File: config.mk
export PLATFORM = sky130hd
export DESIGN_NAME = config_bank
export DESIGN_NICKNAME = d
export VERILOG_FILES = /design/src/rtl/config_bank.sv
export SDC_FILE = /design/constraint.sdc
export NUM_CORES = 1
export LEC_CHECK = 0
export CELL_PAD_IN_SITES_DETAIL_PLACEMENT = 1
export CELL_PAD_IN_SITES_GLOBAL_PLACEMENT = 1
export CORE_MARGIN = 2
export CORE_UTILIZATION = 29
export DETAILED_ROUTE_END_ITERATION = 10
export PLACE_DENSITY = 0.65
export SYNTH_ARGS = -nofsm -noshare
export SYNTH_HDL_FRONTEND = slang
export SYNTH_SLANG_ARGS = --single-unit
File: constraint.sdc
create_clock -name clk -period 3.2 [get_ports clk]
set_input_delay 0.8 -clock clk [delete_from_list [all_inputs] [get_ports clk]]
set_output_delay 0.8 -clock clk [all_outputs]
set_load 0.01 [all_outputs]
File: src/rtl/config_bank.sv
// rtl/config_bank.sv - double-buffered nibble configuration bank with frame-aligned commit
module config_bank #(
  parameter int                      NUM_FIELDS      = 8,
  parameter logic [NUM_FIELDS*4-1:0] DEFAULT_CFG     = 32'hBBFC_0000,
  parameter bit                      COMMIT_ON_FRAME = 1'b1
) (
  input  logic                    clk,
  input  logic                    rst_n,
  input  logic [7:0]              data_in,
  input  logic                    data_valid,
  input  logic                    frame_start,
  output logic [NUM_FIELDS*4-1:0] config_out,
  output logic                    commit_pending,
  output logic [3:0]              rd_data,
  output logic                    rd_valid,
  output logic                    err
);

  localparam int W = NUM_FIELDS * 4;

  logic [W-1:0] shadow_q, shadow_d;
  logic [W-1:0] active_q, active_d;
  logic [7:0]   page_q, page_d;
  logic         pending_q, pending_d;
  logic [3:0]   rd_data_q, rd_data_d;
  logic         rd_valid_q, rd_valid_d;
  logic         err_q, err_d;

  logic         is_write, is_page, is_commit, is_read, is_default;
  logic [10:0]  fidx;
  logic         in_range;
  logic [3:0]   rd_nib;

  // Command decode; nothing is accepted unless data_valid is high.
  assign is_write   = data_valid && !data_in[7];
  assign is_page    = data_valid && (data_in[7:5] == 3'b100);
  assign is_commit  = data_valid && (data_in[7:5] == 3'b101);
  assign is_read    = data_valid && (data_in[7:5] == 3'b110);
  assign is_default = data_valid && (data_in[7:5] == 3'b111);

  // WRITE carries its sub-address in [6:4], READ in [2:0]; the page is the upper part.
  assign fidx     = {page_q, (is_write ? data_in[6:4] : data_in[2:0])};
  assign in_range = (fidx < 11'(NUM_FIELDS));

  // Readback mux selecting shadow or active by data_in[3].
  always_comb begin
    rd_nib = 4'h0;
    for (int i = 0; i < NUM_FIELDS; i++) begin
      if (fidx == 11'(i)) begin
        rd_nib = data_in[3] ? active_q[4*i +: 4] : shadow_q[4*i +: 4];
      end
    end
  end

  // Next-state logic for all registers.
  always_comb begin
    shadow_d   = shadow_q;
    active_d   = active_q;
    page_d     = page_q;
    pending_d  = pending_q;
    rd_data_d  = rd_data_q;
    rd_valid_d = 1'b0;
    err_d      = 1'b0;

    // Frame-aligned copy uses the pre-edge shadow, so a same-cycle WRITE lands in shadow only.
    if (pending_q && frame_start) begin
      active_d  = shadow_q;
      pending_d = 1'b0;
    end

    if (is_write) begin
      if (in_range) begin
        for (int i = 0; i < NUM_FIELDS; i++) begin
          if (fidx == 11'(i)) begin
            shadow_d[4*i +: 4] = data_in[3:0];
          end
        end
      end else begin
        err_d = 1'b1;
      end
    end

    if (is_page) begin
      page_d = {3'b000, data_in[4:0]};
    end

    // A COMMIT seen together with frame_start only arms; the copy waits for a later frame.
    if (is_commit) begin
      if (COMMIT_ON_FRAME) begin
        pending_d = 1'b1;
      end else begin
        active_d = shadow_q;
      end
    end

    if (is_read) begin
      if (in_range) begin
        rd_data_d  = rd_nib;
        rd_valid_d = 1'b1;
      end else begin
        err_d = 1'b1;
      end
    end

    if (is_default) begin
      shadow_d = DEFAULT_CFG;
    end
  end

  // State registers with asynchronous active-low reset.
  always_ff @(posedge clk or negedge rst_n) begin
    if (!rst_n) begin
      shadow_q   <= DEFAULT_CFG;
      active_q   <= DEFAULT_CFG;
      page_q     <= 8'h00;
      pending_q  <= 1'b0;
      rd_data_q  <= 4'h0;
      rd_valid_q <= 1'b0;
      err_q      <= 1'b0;
    end else begin
      shadow_q   <= shadow_d;
      active_q   <= active_d;
      page_q     <= page_d;
      pending_q  <= pending_d;
      rd_data_q  <= rd_data_d;
      rd_valid_q <= rd_valid_d;
      err_q      <= err_d;
    end
  end

  assign config_out     = active_q;
  assign commit_pending = pending_q;
  assign rd_data        = rd_data_q;
  assign rd_valid       = rd_valid_q;
  assign err            = err_q;

endmodule

==> metrics list <==
* Outcome: completed
- CTS built an H-tree with a depth of 3.
- Once detail routing completed, the nets flagged for antenna violations numbered 0.
* Leading cell type in the layout, fill and taps excluded: sky130_fd_sc_hd__dfrtp_1
- In this run, CTS created clock tree buffers numbering 9.
- The final number of hold-violating endpoints came to 0.
- Antenna violations before repair: 0
- In this run the count of I/O pins placed on the die edge is 51.
- For this block, the routed nets add up to 10900 um of wire.
* Sort of element at the start of the critical path: input port
- The floorplan step set the die height to 119 um.
* Maxcap violations: 0
- Pins Over Slew Limit: 0
- Max IR drop VDD: 0.000250 V
* Sum of negative setup slack: 0 ns
* Final total power: 2.86 mW
- Setup violations remaining at the end of the flow were counted as 0.
- Detailed placer's ending HPWL: 7780 um
- The final route contains 2880 vias.
- Top flip-flop cell by instance count after synthesis: sky130_fd_sc_hd__dfrtp_1
* Top library cells by usage in the layout, fill and taps aside: sky130_fd_sc_hd__dfrtp_1, sky130_fd_sc_hd__clkdlybuf4s50_1, sky130_fd_sc_hd__mux2i_1, sky130_fd_sc_hd__mux2_2, sky130_fd_sc_hd__nand2_1
* Number of design rule violations left after detail routing: 0
- STA puts the critical path data required time at roughly 3.4 ns.
- For the pin with the worst max-slew slack, the measured transition is just under 1 ns.
- The first global-routing pass estimated 17500 um of wire.
* Dominant cell type by area after synthesis: sky130_fd_sc_hd__dfrtp_1
- Based on the critical path, the design can be clocked at up to 348 MHz.
- After clock tree synthesis, the clock-pin slew on the worst setup and hold paths is 0.06 ns.
- CTS tree: yes
- Detailed router's first-iteration violation count: roughly 150
- The die is 119 um wide.
- Endpoint kind of the worst setup timing path: flop
- The average instance in the mapped netlist occupies 11.5 um2.
* Total area of multi-input combinational cells: 1770 um2
* Register cell area after layout: about 1900 um2
- Share of total power in combinational logic: between 20% and 30%
* Fraction of final layout cells with drive strength greater than 1: 29.5%
* Antenna Cells: 0
- The number of different library cells used by synthesis comes to 40.
* Router iterations before antenna repair: 4
- Final Critical Period: 2.88 ns
- Count of mapped cells out of synthesis: 332
- The congestion estimate from routability-driven global placement came to 0.852.
* Vias in the first global route: 3030
* Effective utilization at floorplan: a little under a third
* Vias/cell: approximately 5
- Counting flops and latches in the post-synthesis netlist gives 76.
* Switching power of the nets: about 780 uW
- Max Buffers Root-to-Sink: 2
* Wire per inst: roughly 19 um
- Switching Fraction: 27.3%
- By startpoint and endpoint, the worst setup path is classified as input port to flop.
- Largest driver fanout on the critical path: 7
- Area share of the largest cell type after synthesis: 34.1%
- The floorplan has 41 rows.
* Total power per unit cell area: 580 nW/um2
* RSZ-0062 raised after global routing: no
- Global routing consumed, over all layers together, 16.1% of the routing resources.
- Buffers inserted to repair hold after CTS numbered 0.
- EDFF count, synth: 0
- Fill cell count: 1423
* Clock latency of the later-clocked register in the worst-skew pair: 0.34 ns
* Yosys Warn Count: 0
- Arrival time worst endpoint: around 3.1 ns
- Core box area: 12700 um2
* Top area cells in the synthesized netlist: sky130_fd_sc_hd__dfrtp_1, sky130_fd_sc_hd__dfstp_2, sky130_fd_sc_hd__mux2_2
- Relative contribution of sequential cells to total power: around 44%
- Clock tree synthesis found a total of 76 sinks.
* Number of nets in the layout: 410
- The internal portion of the total power is between 2 and 2.5 mW.
- Buffer type at the clock tree root: sky130_fd_sc_hd__clkbuf_16
* Net count after synthesis: 344
- Maximum number of pins on one net before global-route repair: 77
* Period utilization: 89.9%
- For this run, asynchronously set or reset flops after synthesis account for 100%.
- Relative slew margins: 35.0%
- Post-CTS Setup Bufs: 0
* Die footprint: 14100 um2
- Synth-to-Final Area Change: 29.0%
* Worst setup skew after layout: 0.00687 ns
- Global route total overflow: 0
- IO Port Bufs: 50
- The mapped netlist covers ~3800 um2.
- Class of the tightest hold or removal check: flop to flop
- Proportion of synthesized chip area in sequential cells: 50.6%
- Clock share of power: 34.9%
* Cell leakage power: 2.15 nW
* Post-CTS resize count: 0
## path summary, 6_finish.rpt
check | start | to | slack [ns] | depth (start not counted)
max | data_valid | rd_data[0] | 0.32 | 8
min | page_q[3] | page_q[3] | 0.52 | 1
max reg2reg | page_q[1] | rd_data[1] | 0.84 | 9
min reg2reg | page_q[3] | page_q[3] | 0.52 | 1
max in group asynchronous | rst_n | config_out[16] | 1.95 | 1
min in group asynchronous | rst_n | shadow_q[7] | 0.59 | 1
## registers in the layout, indices dropped and copies added, names as in the netlist
name	flops
config_out	32
shadow_q	32
page_q	5
rd_data	4
commit_pending	1
err	1
rd_valid	1
## metal layers
metal | vias to the layer above | GRT usage, % | part of all wire (%) | routed length (um)
met4 | 0 | 5.21 | 1.4 | 155
met5 | - | 0 | 0 | 0
met1 | 1476 | 21.6 | 47 | 5150
met3 | 13 | 3.67 | 3.0 | 332
li1 | 1336 | - | - | -
met2 | 55 | 25.7 | 48 | 5250
## power by group through the flow
stage | clock [mW] | sequential [mW] | combinational, mW
5_1_grt | 1.07 | 1.28 | 0.652
4_1_cts | 1.03 | 1.26 | 0.613
6_report | 0.998 | 1.26 | 0.604
3_3_place_gp | 0 | 1.27 | 0.596
2_1_floorplan | 0 | 1.28 | 0.251
3_5_place_dp | 0 | 1.28 | 0.610
## Yosys cell counts, types with 2 or more instances
cell,n
sky130_fd_sc_hd__nor3_1,7
sky130_fd_sc_hd__buf_1,4
sky130_fd_sc_hd__mux2_2,43
sky130_fd_sc_hd__inv_1,6
sky130_fd_sc_hd__or3_1,3
sky130_fd_sc_hd__and4bb_2,3
sky130_fd_sc_hd__nand2_1,31
sky130_fd_sc_hd__a2111oi_2,2
sky130_fd_sc_hd__mux4_1,2
sky130_fd_sc_hd__mux2i_1,46
sky130_fd_sc_hd__a221o_1,3
sky130_fd_sc_hd__a21oi_1,12
sky130_fd_sc_hd__clkbuf_1,13
sky130_fd_sc_hd__nor2b_1,3
sky130_fd_sc_hd__nor4_1,4
sky130_fd_sc_hd__nor2_1,26
sky130_fd_sc_hd__buf_2,2
sky130_fd_sc_hd__dfrtp_1,52
sky130_fd_sc_hd__a31o_2,2
sky130_fd_sc_hd__dfstp_2,24
sky130_fd_sc_hd__nand3_1,12
sky130_fd_sc_hd__a31oi_1,2
sky130_fd_sc_hd__o21ai_0,10
sky130_fd_sc_hd__o22ai_1,4
## kinds of logic after synthesis
logic type / synth area share [%]
AND/OR/NAND/NOR: 11.8
multiplexers: 27.1
flip-flops: 50.6
AO/OA/AOI/OAI: 7.37
buffers and inverters: 3.21
## cell type report
type                    instances  share of cell area [%]
well taps                     172                    4.37
multi-input cells             229                    35.8
clock inverters                 2                   0.330
clock buffers                  14                    5.56
inverters                       6                   0.457
flip-flops and latches         76                    39.2
repair buffers                 76                    14.2
## critical path: stages
cell                              delay (ns)
sky130_fd_sc_hd__clkdlybuf4s50_1        0.48
sky130_fd_sc_hd__buf_4                  0.19
sky130_fd_sc_hd__and4bb_2               0.24
sky130_fd_sc_hd__a31oi_1                0.31
sky130_fd_sc_hd__nor3_1                 0.09
sky130_fd_sc_hd__a2111oi_0              0.48
sky130_fd_sc_hd__o22ai_1                0.17
sky130_fd_sc_hd__a221o_1                0.34
## per-stage QoR
stage | instance area [um2] | worst slack (ns) | instances | utilization (%) | hold slack [ns]
floorplan | 3820 | 0.512 | 332 | - | 0.481
global placement | 4640 | 0.0916 | 559 | 36.4 | 0.492
detailed placement | 4640 | 0.00227 | 559 | 36.4 | 0.506
CTS | 4930 | 0.369 | 575 | 38.7 | 0.516
global route | 4930 | 0.237 | 575 | 38.7 | 0.549
finish | 4930 | 0.323 | 575 | 38.7 | 0.516
Note: power is estimated with default switching activity, not from simulation.
